$ cat config.mk
export PLATFORM = sky130hd
export DESIGN_NAME = satatrn_rxfis_ctrl
export DESIGN_NICKNAME = d
export VERILOG_FILES = /design/src/rtl/satatrn_pkg.sv /design/src/rtl/satatrn_fislen.sv /design/src/rtl/satatrn_rxfis_ctrl.sv
export SDC_FILE = /design/constraint.sdc
export NUM_CORES = 1
export LEC_CHECK = 0
export CAP_MARGIN = 20
export CORE_MARGIN = 2
export CORE_UTILIZATION = 53
export CTS_CLUSTER_DIAMETER = 40
export DETAILED_ROUTE_END_ITERATION = 10
export GPL_ROUTABILITY_DRIVEN = 0
export GPL_TIMING_DRIVEN = 0
export PLACE_DENSITY = 0.79
export SYNTH_ARGS = -nofsm -noshare
export SYNTH_HDL_FRONTEND = slang
export SYNTH_SLANG_ARGS = --single-unit
$ cat constraint.sdc
create_clock -name i_clk -period 2.7 [get_ports i_clk]
set_input_delay 0.675 -clock i_clk [delete_from_list [all_inputs] [get_ports i_clk]]
set_output_delay 0.675 -clock i_clk [all_outputs]
set_load 0.005 [all_outputs]
$ cat src/rtl/satatrn_pkg.sv
// Shared SATA transport-layer definitions: FIS type codes, receive-side
// state encoding, captured-field and strobe bundles, expected FIS lengths.
package satatrn_pkg;

   localparam logic [7:0] FIS_REG_D2H   = 8'h34;
   localparam logic [7:0] FIS_PIO_SETUP = 8'h5F;
   localparam logic [7:0] FIS_DMA_ACT   = 8'h39;
   localparam logic [7:0] FIS_SDB       = 8'hA1;
   localparam logic [7:0] FIS_BIST      = 8'h58;
   localparam logic [7:0] FIS_DATA      = 8'h46;

   typedef enum logic [1:0] {
      ST_IDLE,
      ST_COLLECT,
      ST_DRAIN
   } rx_state_t;

   typedef struct packed {
      logic        irq;
      logic [7:0]  status;
      logic [7:0]  error;
      logic [47:0] lba;
      logic [15:0] count;
      logic [15:0] xfer_len;
   } fis_fields_t;

   typedef struct packed {
      logic d2h;
      logic pio;
      logic dmaact;
      logic sdb;
      logic bist;
   } fis_stb_t;

   // Length in dwords; 0 marks a type the receive path does not accept.
   // Data FIS never reaches the register path, so it is treated as unknown.
   function automatic logic [3:0] fis_exp_len(input logic [7:0] fis_type,
                                              input logic       opt_bist);
      case (fis_type)
         FIS_REG_D2H:   fis_exp_len = 4'd5;
         FIS_PIO_SETUP: fis_exp_len = 4'd5;
         FIS_DMA_ACT:   fis_exp_len = 4'd1;
         FIS_SDB:       fis_exp_len = 4'd2;
         FIS_BIST:      fis_exp_len = opt_bist ? 4'd3 : 4'd0;
         FIS_DATA:      fis_exp_len = 4'd0;
         default:       fis_exp_len = 4'd0;
      endcase
   endfunction

endpackage

$ cat src/rtl/satatrn_fislen.sv
// FIS type to expected length lookup; purely combinational, shared with TX.
module satatrn_fislen
   import satatrn_pkg::*;
#(
   parameter logic OPT_BIST = 1'b0
) (
   input  logic [7:0] fis_type,
   output logic [3:0] exp_len,
   output logic       known
);

   assign exp_len = fis_exp_len(fis_type, OPT_BIST);
   assign known   = (exp_len != 4'd0);

endmodule

$ cat src/rtl/satatrn_rxfis_ctrl.sv
// Register-FIS receive controller: parses the non-data FIS stream, checks
// length against type, captures command fields and pulses per-type strobes.
module satatrn_rxfis_ctrl
   import satatrn_pkg::*;
#(
   parameter logic OPT_BIST     = 1'b0,
   parameter logic OPT_LOWPOWER = 1'b0
) (
   input  logic        i_clk,
   input  logic        i_reset_n,
   input  logic        i_abort,
   input  logic        i_reg_valid,
   input  logic [31:0] i_reg_data,
   input  logic        i_reg_last,
   output logic        o_busy,
   output logic        o_d2h_stb,
   output logic        o_pio_stb,
   output logic        o_dmaact_stb,
   output logic        o_sdb_stb,
   output logic        o_bist_stb,
   output logic        o_irq,
   output logic [7:0]  o_status,
   output logic [7:0]  o_error,
   output logic [47:0] o_lba,
   output logic [15:0] o_count,
   output logic [15:0] o_xfer_len,
   output logic        o_fis_err
);

   rx_state_t   state, state_nxt;
   logic [3:0]  cnt, cnt_nxt, cnt_inc;
   logic [3:0]  exp_q, exp_nxt;
   logic [7:0]  type_q, type_nxt;
   fis_fields_t stg, stg_nxt, out_q;
   fis_stb_t    stb_q, stb_nxt;
   logic        err_q;
   logic        accept, err;
   logic [3:0]  word_len;
   logic        word_known;
   logic        has_lba;

   satatrn_fislen #(.OPT_BIST(OPT_BIST)) u_fislen (
      .fis_type (i_reg_data[31:24]),
      .exp_len  (word_len),
      .known    (word_known)
   );

   assign cnt_inc = (cnt == 4'hF) ? 4'hF : cnt + 4'd1;
   assign has_lba = (type_q == FIS_REG_D2H) || (type_q == FIS_PIO_SETUP);

   always_comb begin
      // NOTE: every signal gets a default here so no path leaves it unassigned (no latches).
      state_nxt = state;
      cnt_nxt   = cnt;
      exp_nxt   = exp_q;
      type_nxt  = type_q;
      stg_nxt   = stg;
      accept    = 1'b0;
      err       = 1'b0;
      if (i_reg_valid) begin
         case (state)
            ST_IDLE: begin
               type_nxt       = i_reg_data[31:24];
               exp_nxt        = word_len;
               cnt_nxt        = 4'd1;
               stg_nxt        = '0;
               stg_nxt.irq    = i_reg_data[14];
               stg_nxt.status = i_reg_data[15:8];
               stg_nxt.error  = i_reg_data[7:0];
               if (!word_known) begin
                  if (i_reg_last) err = 1'b1;
                  else            state_nxt = ST_DRAIN;
               end else if (word_len == 4'd1) begin
                  if (i_reg_last) accept = 1'b1;
                  else            state_nxt = ST_DRAIN;
               end else if (i_reg_last) begin
                  err = 1'b1;
               end else begin
                  state_nxt = ST_COLLECT;
               end
            end
            ST_COLLECT: begin
               cnt_nxt = cnt_inc;
               // Dwords carry byte 0 in the top lane, so multi-byte fields are byte-swapped.
               case (cnt)
                  4'd1: if (has_lba) stg_nxt.lba[31:0] = {i_reg_data[7:0], i_reg_data[15:8],
                                                          i_reg_data[23:16], i_reg_data[31:24]};
                  4'd2: if (has_lba) stg_nxt.lba[47:32] = {i_reg_data[23:16], i_reg_data[31:24]};
                  4'd3: if (has_lba) begin
                     stg_nxt.count = {i_reg_data[23:16], i_reg_data[31:24]};
                     if (type_q == FIS_PIO_SETUP) stg_nxt.status = i_reg_data[7:0];
                  end
                  4'd4: if (type_q == FIS_PIO_SETUP)
                     stg_nxt.xfer_len = {i_reg_data[23:16], i_reg_data[31:24]};
                  default: ;
               endcase
               if (i_reg_last) begin
                  state_nxt = ST_IDLE;
                  if (cnt_inc == exp_q) accept = 1'b1;
                  else                  err    = 1'b1;
               end else if (cnt_inc == exp_q) begin
                  state_nxt = ST_DRAIN;
               end
            end
            ST_DRAIN: begin
               if (i_reg_last) begin
                  err       = 1'b1;
                  state_nxt = ST_IDLE;
               end
            end
            default: state_nxt = ST_IDLE;
         endcase
      end
      if (i_abort) begin
         state_nxt = ST_IDLE;
         accept    = 1'b0;
         err       = 1'b0;
      end
   end

   always_comb begin
      stb_nxt = '0;
      if (accept) begin
         case (type_nxt)
            FIS_REG_D2H:   stb_nxt.d2h    = 1'b1;
            FIS_PIO_SETUP: stb_nxt.pio    = 1'b1;
            FIS_DMA_ACT:   stb_nxt.dmaact = 1'b1;
            FIS_SDB:       stb_nxt.sdb    = 1'b1;
            FIS_BIST:      stb_nxt.bist   = OPT_BIST;
            default:       stb_nxt        = '0;
         endcase
      end
   end

   always_ff @(posedge i_clk or negedge i_reset_n) begin
      if (!i_reset_n) begin
         state  <= ST_IDLE;
         cnt    <= '0;
         exp_q  <= '0;
         type_q <= '0;
         stg    <= '0;
         stb_q  <= '0;
         err_q  <= 1'b0;
         out_q  <= '0;
      end else begin
         state  <= state_nxt;
         cnt    <= cnt_nxt;
         exp_q  <= exp_nxt;
         type_q <= type_nxt;
         stg    <= stg_nxt;
         stb_q  <= stb_nxt;
         err_q  <= err;
         // Outputs load from the next-staging value so the last word's fields land with the strobe.
         if (accept)            out_q <= stg_nxt;
         else if (OPT_LOWPOWER) out_q <= '0;
      end
   end

   assign o_busy       = (state != ST_IDLE);
   assign o_d2h_stb    = stb_q.d2h;
   assign o_pio_stb    = stb_q.pio;
   assign o_dmaact_stb = stb_q.dmaact;
   assign o_sdb_stb    = stb_q.sdb;
   assign o_bist_stb   = stb_q.bist;
   assign o_fis_err    = err_q;
   assign o_irq        = out_q.irq;
   assign o_status     = out_q.status;
   assign o_error      = out_q.error;
   assign o_lba        = out_q.lba;
   assign o_count      = out_q.count;
   assign o_xfer_len   = out_q.xfer_len;

endmodule

==> metrics.md, run 1 <==
| Metric | Value |
|---|---|
| Outcome | complete, no violations |
| Hold_buf cts | 0 |
| Worst flop-to-flop path startpoint | cnt[0]$_DFFE_PN0P_ |
| Setup TNS | 0 ps |
| CP arrival | about 2000 ps |
| Rows | between 40 and 50 |
| P_leak | about 0.0055 µW |
| Worst Hold Class | input port to async pin |
| CP endpoint | o_busy |
| Htree depth | 1 |
| Share of cells above drive strength 1 | between 20% and 30% |
| GRT Util Overall | 24.48% |
| Clock power share | around half |
| Largest net degree at the start of global routing | ~130 |
| Global-route wire length before repair | ~34 mm |
| FF+latch count, synth | about 220 |
| CP required | ~2000 ps |
| DP Wirelength | 14.35 mm |
| Worst vdd ir | ~0.55 mV |
| Setup CP Type | flop to primary output |
| Syn Inst Count | 592 |
| CTS tree | yes |
| Post-Syn Area | 8821 µm² |
| Post-synth ARST share | 100.0% |
| Final Slew Violations | 0 |
| Max Clock Freq | about 0.38 GHz |
| CP startpoint kind | flop |
| Critical path fanouts, max | 19 |
| Clk_lat worst skew | around 530 ps |
| Core area | between 15000 and 20000 µm² |
| PwrDens | approximately 660 nW/µm² |
| Die H | ~130 µm |
| Total grt overflow | 0 |
| Reg-to-reg endpoint | o_d2h_stb$_DFF_PN0_ |
| CTS Buf Count | 29 |
| Clock Skew | roughly 22 ps |
| Final wirelength | between 20 and 25 mm |
| Vias in the first global route | around 6200 |
| Sw Share | around a quarter |
| Worst-Margin Slew | 679.3 ps |
| Cell variety after synth | 54 |
| Syn_nets | 633 |
| Count of final hold-check violations | 0 |
| Slew headroom | a little over half |
| Syn. warnings | 0 |
| Post-synth EDFFs | 0 |
| Final net count | 800 |
| P_sw | 1800 µW |
| Non-Filler Instances | between 1000 and 1500 |
| Final Setup Violations | 0 |
| Drt pass-1 iters | 4 |
| Number of I/O port buffers | 135 |
| Syn_area_per_cell | roughly 15 µm² |
| Int Pwr | between 5000 and 6000 µW |
| Crit. End Element | primary output |
| Iter 0 DRT Violations | 289 |
| Crit path time final | about 2600 ps |
| Root Driver | clkbuf_16 |
| Max cap viols | 0 |
| Fin crit share | between 90% and 100% |
| Top-Level Pins | ~140 |
| Via count | just under 6000 |
| WL per Instance | ~22 µm |
| Initial Utilization | between 50% and 60% |
| Placed cells | ~950 |
| Max Buffers Root-to-Sink | 3 |
| Register area share after synthesis | between 60% and 70% |
| Die X | between 100 and 150 µm |
| Clock-pin slew on the worst setup and hold paths | about 60 ps |
| Logic pwr share | 6.4% |
| Die area | approximately 18000 µm² |
| RSZ-0062 raised after global routing | yes |
| FF-to-FF setup slack | roughly 140 ps |
| Clock sinks | around 220 |
| Via density per instance | approximately 5.8 |
| Sequential power share | 43.9% |
| Routed Antenna Nets | 0 |
| Worst Reg-to-Reg Cells | 8 |
| CP startpoint | state[0]$_DFFE_PN0P_ |
| Number of antenna violations at the first check in global routing | 0 |
| Area Overhead vs Synth | 30.30% |
| # DRC | 0 |
| Top_reg_cell synth | dfrtp_1 |
| Diode count | 0 |
==> through the flow <==
stage	power, µW	hold WS (ps)	util (%)	area (µm²)	setup WS, ps
after global placement	3868	473.6	63.68	10450	-7377
after global routing	7884	202.3	70.05	11490	-21.68
after floorplan	3656	379.4	-	8821	386.4
after CTS	7672	171.8	69.90	11470	22.43
after detailed placement	3894	479.9	63.88	10480	-437.6
final	7638	139.5	70.05	11490	66.80
==> routing by layer <==
metal	up-vias	GRT usage, %	part of all wire, %
met5	-	0	0
met4	0	7.467	2.4
met3	41	4.751	5.6
met2	189	40.90	50
met1	3046	32.74	42
li1	2529	-	-
==> cell usage after synthesis, types with 2 or more instances <==
cell type  instances  area share, %
dfrtp_1          216             61
nor3b_1            9           0.77
clkbuf_1           7           0.30
buf_2              9           0.51
xor2_1             2           0.20
inv_1              7           0.30
nand4_1            2           0.14
a31oi_1            2           0.14
ha_1               4           0.57
nand2_1           12           0.51
mux2_1            36            4.6
o211ai_1           2           0.17
or3_1              2           0.14
nor2_1            10           0.43
nor4_1             3           0.21
mux2i_1           11            1.2
buf_6             16            2.0
nand3_1            5           0.28
buf_4              6           0.51
nand3b_1           3           0.26
o21ai_0           14           0.79
or3b_2             2           0.20
mux2_2            75            9.6
nor3b_4            2           0.43
a41oi_4            4            1.2
and3_1             2           0.14
a22o_1            80            7.9
o31ai_1            2           0.17
nor4b_4            3           0.81
a21o_1             2           0.17
a21oi_1           14           0.79
nor2b_1            5           0.35
and4b_1            2           0.23
==> worst min-delay path by stage <==
stage / startpoint / to / slack [ps] / cells past startpoint
global placement: o_count[2]$_DFFE_PN0P_ / o_count[2]$_DFFE_PN0P_ / 470 / 1
floorplan: i_reset_n / cnt[0]$_DFFE_PN0P_ / 380 / 0
CTS: i_reset_n / o_error[4]$_DFFE_PN0P_ / 170 / 1
global route: i_reset_n / stg[83]$_DFF_PN0_ / 200 / 1
detailed placement: o_error[3]$_DFFE_PN0P_ / o_error[3]$_DFFE_PN0P_ / 480 / 1
finish: i_reset_n / stg[83]$_DFF_PN0_ / 140 / 1
==> placed cells by master (no fill, tap or decap), types with 7 or more instances in the layout <==
cell type / Yosys / routed
a21oi_1: 14 / 14
a22o_1: 80 / 80
buf_2: 9 / 9
buf_4: 6 / 7
buf_6: 16 / 16
clkbuf_16: 0 / 29
clkdlybuf4s50_1: 0 / 132
dfrtp_1: 216 / 216
inv_1: 7 / 7
mux2_1: 36 / 36
mux2_2: 75 / 75
mux2i_1: 11 / 10
nand2_1: 12 / 12
nor2_1: 10 / 10
nor3b_1: 9 / 9
o21ai_0: 14 / 14
==> cell families after synthesis <==
family / synth area share [%]
flip-flops: 61.28
multiplexers: 15.84
AO/OA/AOI/OAI: 11.73
AND/OR/NAND/NOR: 6.482
buffers and inverters: 3.759
adder cells (fa/ha/maj): 0.5674
XOR/XNOR: 0.2979
other: 0.04251
==> worst max-delay path, cell delays in order, from the launching register on <==
cell             delay, ps
dfrtp_1                420
clkbuf_4               260
or2_2                  300
clkdlybuf4s50_1        450
==> flip-flops by register name (all words and copies together) (netlist names) <==
register / count
cnt: 4
type_q: 8
o_fis_err: 1
o_error: 8
o_xfer_len: 16
exp_q: 3
o_dmaact_stb: 1
o_count: 16
o_irq: 1
o_d2h_stb: 1
o_sdb_stb: 1
o_lba: 48
state: 2
stg: 97
o_status: 8
o_pio_stb: 1
==> power by group through the flow <==
stage / clock (µW) / combinational (µW) / sequential, µW
floorplan: 0 / 259 / 3400
global placement: 0 / 462 / 3410
detailed placement: 0 / 485 / 3410
CTS: 3830 / 488 / 3350
global route: 3990 / 534 / 3360
finish: 3790 / 492 / 3350
==> final cells by class <==
class / instances / area (µm²)
timing repair buffer: 137 / 1396
multi-input combinational: 329 / 3097
sequential: 216 / 5405
inverter: 7 / 26.28
clock buffer: 32 / 757.0
clock inverter: 22 / 231.5
tap: 220 / 275.3
buffer: 39 / 305.3
fill: 1047 / 4913
==> repair_timing <==
action,CTS,global route
resized for setup,2,4
endpoints found under the hold margin,0,0
pin swaps,0,1
endpoints found under the setup margin,1,68
setup buffers,0,1
Power figures use the tool's default switching activity.
==> run 2, diff against run 1 <==
--- a/config.mk
+++ b/config.mk
@@ -8,7 +8,7 @@
 export CAP_MARGIN = 20
 export CORE_MARGIN = 2
 export CORE_UTILIZATION = 53
-export CTS_CLUSTER_DIAMETER = 40
+export CTS_CLUSTER_DIAMETER = 200
 export DETAILED_ROUTE_END_ITERATION = 10
 export GPL_ROUTABILITY_DRIVEN = 0
 export GPL_TIMING_DRIVEN = 0
==> run 2 against run 1 <==
Effect of this change: clock skew is 12 ps lower; clock-buffer cell count rose by 2; sequential cell count unchanged; core utilization decreased by 1.3 points; final cell count down 1.1%; fmax is 0.19% higher.
==> metrics.md, run 2 (same netlist as run 1, synthesis figures left out) <==
| Metric | Value |
|---|---|
| Outcome | complete, no violations |
| Placed cells | 948 |
| Worst flop-to-flop path startpoint | cnt[0]$_DFFE_PN0P_ |
| FF-to-FF setup slack | ~170 ps |
| # DRC | 0 |
| Commonest non-fill, non-tap cell in the layout | dfrtp_1 |
| FILL cells | 1079 |
| Crit. End Element | primary output |
| Multi-input gate area | roughly 3100 µm² |
| Int Pwr | 5345 µW |
| Hold_buf cts | 0 |
| Iter 0 DRT Violations | around 350 |
| Root Driver | clkbuf_16 |
| GRT Util Overall | about a quarter |
| Final Slew Violations | 0 |
| Number of antenna violations at the first check in global routing | 0 |
| Final net count | between 700 and 800 |
| Placement Cell Area | roughly 10000 µm² |
| Die H | about 130 µm |
| Clock sinks | ~220 |
| CP arrival | a little under 2000 ps |
| Final Setup Violations | 0 |
| Crit-path cells | clkbuf_4 > or2_2 > clkdlybuf4s50_1 |
| Vias in the first global route | 6256 |
| RSZ-0062 raised after global routing | no |
| Final wirelength | approximately 21 mm |
| CP startpoint kind | flop |
| Max cap viols | 0 |
| Global-route wire length before repair | roughly 34 mm |
| Share of cells above drive strength 1 | between 20 and 25% |
| P_leak | about 0.0055 µW |
| Critical path's top delay family | buffers and inverters |
| P_sw | 1616 µW |
| Via count | 5751 |
| Core area | about 16000 µm² |
| Hold_ws | 155.1 ps |
| Clock-pin slew on the worst setup and hold paths | ~60 ps |
| Sw Share | a little under a quarter |
| Largest net degree at the start of global routing | ~130 |
| Sequential power share | 48.2% |
| Most flop-heavy register | stg |
| Slowest library cell on the worst path | clkdlybuf4s50_1 |
| Diode count | 0 |
| CP endpoint | o_busy |
| Number of I/O port buffers | 135 |
| Setup TNS | 0 ps |
| Non-Filler Instances | slightly below 1000 |
| Drt pass-1 iters | 4 |
| Final Cell Area | approximately 11000 µm² |
| Die area | between 15000 and 20000 µm² |
| Levels on crit path | 3 |
| Htree depth | 1 |
| CP required | slightly above 2000 ps |
| CTS tree | yes |
| Top-Level Pins | 141 |
| Rows | 47 |
| Count of final hold-check violations | 0 |
| Total grt overflow | 0 |
| Fin crit share | a little over nine tenths |
| Clock power share | 44.8% |
| Max Buffers Root-to-Sink | 3 |
| Slew headroom | 54.33% |
| Initial Utilization | a little over half |
| CTS Buf Count | 23 |
| DP Wirelength | 14.35 mm |
| Max Clock Freq | 0.3805 GHz |
| CP startpoint | state[0]$_DFFE_PN0P_ |
| Worst Hold Class | input port to async pin |
| Worst vdd ir | between 0.6 and 0.7 mV |
| Reg-to-reg endpoint | o_pio_stb$_DFF_PN0_ |
| Sequential cell area | roughly 5400 µm² |
| Clk_lat worst skew | ~510 ps |
| Flip-flop count of the largest register after layout | between 90 and 100 |
| Routed Antenna Nets | 0 |
| WL per Instance | roughly 22 µm |
| Worst Reg-to-Reg Cells | 8 |
| Clock Skew | 10.32 ps |
| Die X | 133.0 µm |
| Worst-Margin Slew | about 690 ps |
| Logic pwr share | under 10% |
| Critical path fanouts, max | 19 |
| PwrDens | around 600 nW/µm² |
| Via density per instance | 5.803 |
| Crit path time final | around 2600 ps |
| Area Overhead vs Synth | 27.84% |
| CP peak stage delay | around 450 ps |
| Most frequent cells in the layout | dfrtp_1 (216), clkdlybuf4s50_1 (130), a22o_1 (80) |
| Setup CP Type | flop to primary output |
| CP Buf/Inv Count | 2 |
## run 2: cell count changes in the layout (fill, tap and decap cells not counted), moves of 2 or more
cell / before / now
bufinv_16: 3 / 1
clkbuf_1: 6 / 10
clkbuf_16: 29 / 23
clkbuf_8: 2 / 6
clkdlybuf4s50_1: 132 / 130
clkinv_2: 6 / 4
clkinv_4: 3 / 1
clkinvlp_4: 6 / 1
dlymetal6s2s_1: 2 / 4
inv_6: 2 / 0
inv_8: 2 / 0
## run 2: what timing repair did
item / CTS / global route
resized for setup: 2 / 5
buffers inserted: 0 / 2
pin swaps: 0 / 1
setup endpoints to repair: 1 / 70
## run 2: metal layers
metal,wire [µm],track usage [%],up-vias
met5,0,0,-
met4,610,8.124,0
met3,1333,5.057,50
met2,10540,39.81,183
met1,8829,32.13,3010
li1,-,-,2508
## run 2: layout make-up
type                    instances  area share [%]
flip-flops and latches        216           47.93
multi-input cells             329           27.43
repair buffers                138           12.49
clock buffers                  34           6.002
plain buffers                  39           2.707
well taps                     220           2.441
clock inverters                 8          0.7656
inverters                       7          0.2330
## run 2: per-stage QoR
| step | utilization (%) | power [µW] | worst slack, ps |
|---|---|---|---|
| floorplan | - | 3656 | 386.4 |
| global placement | 63.68 | 3868 | -7377 |
| detailed placement | 63.88 | 3894 | -437.6 |
| CTS | 68.53 | 7008 | 71.70 |
| global route | 68.73 | 7198 | 8.418 |
| finish | 68.73 | 6961 | 71.70 |
## run 2: worst register-to-register path, cell delays in order (launching register included)
cell and delay [ps]:
dfrtp_1 470, ha_1 330, xor2_1 200, or3_1 320, a31oi_1 230, a21oi_1 130
buf_4 220, buf_6 180, nor4_1 340
## run 2: how the worst min path moves through the flow
stage | cells past startpoint | slack [ps] | to | start
final | 1 | 160 | o_error[3]$_DFFE_PN0P_ | i_reset_n
after floorplan | 0 | 380 | cnt[0]$_DFFE_PN0P_ | i_reset_n
after detailed placement | 1 | 480 | o_error[3]$_DFFE_PN0P_ | o_error[3]$_DFFE_PN0P_
after global placement | 1 | 470 | o_count[2]$_DFFE_PN0P_ | o_count[2]$_DFFE_PN0P_
after CTS | 1 | 180 | o_error[3]$_DFFE_PN0P_ | i_reset_n
after global routing | 1 | 220 | o_error[3]$_DFFE_PN0P_ | i_reset_n
## run 2: power groups by stage
stage,sequential [µW],clock [µW],combinational [µW]
after global routing,3360,3310,534
after detailed placement,3410,0,485
after CTS,3350,3170,488
after global placement,3410,0,462
final,3350,3120,492
after floorplan,3400,0,259
==> run 3, diff against run 2 <==
--- a/config.mk
+++ b/config.mk
@@ -7,12 +7,12 @@
 export LEC_CHECK = 0
 export CAP_MARGIN = 20
 export CORE_MARGIN = 2
-export CORE_UTILIZATION = 53
+export CORE_UTILIZATION = 58
 export CTS_CLUSTER_DIAMETER = 200
 export DETAILED_ROUTE_END_ITERATION = 10
 export GPL_ROUTABILITY_DRIVEN = 0
 export GPL_TIMING_DRIVEN = 0
-export PLACE_DENSITY = 0.79
+export PLACE_DENSITY = 0.85
 export SYNTH_ARGS = -nofsm -noshare
 export SYNTH_HDL_FRONTEND = slang
 export SYNTH_SLANG_ARGS = --single-unit
==> constraint.sdc (replaced) <==
create_clock -name i_clk -period 3.1 [get_ports i_clk]
set_input_delay 0.775 -clock i_clk [delete_from_list [all_inputs] [get_ports i_clk]]
set_output_delay 0.775 -clock i_clk [all_outputs]
set_load 0.005 [all_outputs]
==> run 3 against run 2 <==
Effect of this change: critical endpoint unchanged; via count shrank 0.49%; cell area shrank 0.33%; critical path depth grew 1; non-clock buffer count shrank 1; sequential share of layout area grew 0.16 points; wire length shrank 1.7%; register-to-register slack gained 420 ps; setup slack gained 8.9 ps; largest power group unchanged; worst hold slack gained 120 ps; clock skew grew 8.3 ps; sequential power shrank 13%.
==> metrics.md, run 3 (same netlist as run 1, synthesis figures left out) <==
| Metric | Value |
|---|---|
| CP required | 2320 ps |
| DP Wirelength | approximately 14 mm |
| WL per Instance | 21.93 µm |
| Post-CTS Setup Bufs | 0 |
| GRT Util Overall | 26.09% |
| Hold_ws | roughly 270 ps |
| Via density per instance | between 5 and 6 |
| Outcome | complete, no violations |
| Max Buffers Root-to-Sink | 3 |
| Htree depth | 1 |
| Global-route wire length before repair | 33.12 mm |
| Flip-flop count of the largest register after layout | 97 |
| Multi-input gate area | 3084 µm² |
| Setup TNS | 0 ps |
| Crit path time final | 3019 ps |
| Final Slew Violations | 0 |
| Hold_buf cts | 0 |
| Post_cts resized | 1 |
| Drt pass-1 iters | 5 |
| P_leak | roughly 0.0054 µW |
| Rows | 45 |
| CP startpoint kind | flop |
| Die area | around 16000 µm² |
| Die X | ~130 µm |
| Area Overhead vs Synth | 27.42% |
| RSZ-0062 raised after global routing | no |
| Fin crit share | a little over nine tenths |
| Most frequent cells in the layout | dfrtp_1 (216), clkdlybuf4s50_1 (134), a22o_1 (80) |
| Worst vdd ir | roughly 0.42 mV |
| Critical path fanouts, max | 10 |
| Core area | between 15000 and 20000 µm² |
| Die H | between 100 and 150 µm |
| # DRC | 0 |
| Clock-pin slew on the worst setup and hold paths | about 60 ps |
| PwrDens | about 550 nW/µm² |
| Clock sinks | roughly 220 |
| Share of cells above drive strength 1 | about 22% |
| Max Clock Freq | 0.3312 GHz |
| FILL cells | ~870 |
| CP arrival | roughly 2200 ps |
| Largest net degree at the start of global routing | between 100 and 150 |
| Final Cell Area | between 10000 and 15000 µm² |
| CTS Buf Count | 22 |
| Top-Level Pins | about 140 |
| Total grt overflow | 0 |
| Initial Utilization | 58.68% |
| Crit. End Element | primary output |
| Clk_lat worst skew | ~510 ps |
| Most flop-heavy register | stg |
| Max cap viols | 0 |
| Vias in the first global route | roughly 6100 |
| Sequential cell area | about 5400 µm² |
| Placement Cell Area | approximately 10000 µm² |
| Worst Reg-to-Reg Cells | 8 |
| Count of final hold-check violations | 0 |
| Routed Antenna Nets | 0 |
| Number of antenna violations at the first check in global routing | 0 |
| Commonest non-fill, non-tap cell in the layout | dfrtp_1 |
| Number of I/O port buffers | between 100 and 150 |
| Final wirelength | between 20 and 25 mm |
| CTS tree | yes |
| Worst-Margin Slew | roughly 670 ps |
| Final Setup Violations | 0 |
| Iter 0 DRT Violations | around 340 |
| Final net count | between 700 and 800 |
| Worst Hold Class | input port to async pin |
| Post-layout util | 74.76% |
| Via count | around 5700 |
| Clock Skew | around 19 ps |
| Overall Power | ~6200 µW |
| Diode count | 0 |
| Root Driver | clkbuf_16 |
| Slew headroom | 55.23% |
| Setup CP Type | flop to primary output |
-- run 3: cell count changes in the layout (fill, tap and decap cells not counted), moves of 2 or more --
cell             before  now
bufinv_16             1    4
clkdlybuf4s50_1     130  134
buf_4                 8    6
dlymetal6s2s_1        4    0
clkinv_2              4    2
-- run 3: path summary, 6_finish.rpt --
kind / startpoint / to / slack [ps]
setup / recovery: state[0]$_DFFE_PN0P_ / o_busy / 80
hold / removal: i_reset_n / o_count[7]$_DFFE_PN0P_ / 270
setup reg to reg: cnt[0]$_DFFE_PN0P_ / o_lba[5]$_DFFE_PN0P_ / 590
hold reg to reg: o_count[1]$_DFFE_PN0P_ / o_count[1]$_DFFE_PN0P_ / 490
max in group asynchronous: i_reset_n / o_error[7]$_DFFE_PN0P_ / 1760
min in group i_clk: o_count[1]$_DFFE_PN0P_ / o_count[1]$_DFFE_PN0P_ / 490
-- run 3: layout make-up --
class,count,area share (%)
tap,188,2.093
inverter,7,0.2338
multi-input combinational,329,27.44
timing repair buffer,136,12.31
clock inverter,8,1.369
clock buffer,31,5.733
buffer,40,2.727
sequential,216,48.09
-- run 3: power breakdown --
group | switching, µW | internal [µW] | leakage (µW)
registers | 40.0 | 2880 | 0.00296
logic | 252 | 168 | 0.00207
clock network | 1070 | 1780 | 0.000389
total | 1360 | 4830 | 0.00542
-- run 3: layer usage --
| layer | routed length, µm | up-vias | part of all wire (%) | GRT usage (%) |
|---|---|---|---|---|
| met3 | 1220 | 55 | 5.8 | 5.276 |
| li1 | - | 2507 | - | - |
| met1 | 8634 | 2952 | 41 | 35.38 |
| met2 | 10300 | 209 | 49 | 41.93 |
| met5 | 0 | - | 0 | 0 |
| met4 | 790 | 0 | 3.8 | 10.34 |
-- run 3: stage by stage --
stage	setup slack (ps)	std cells
after floorplan	686.4	592
after global placement	-7016	915
after CTS	105.3	955
final	80.64	955
after global routing	15.25	955
after detailed placement	-127.3	916
-- run 3: critical path, stage by stage, from the launching register on --
cell and delay (ps):
dfrtp_1 410, clkbuf_2 280, clkbuf_1 380, or2_2 190
clkdlybuf4s50_1 490
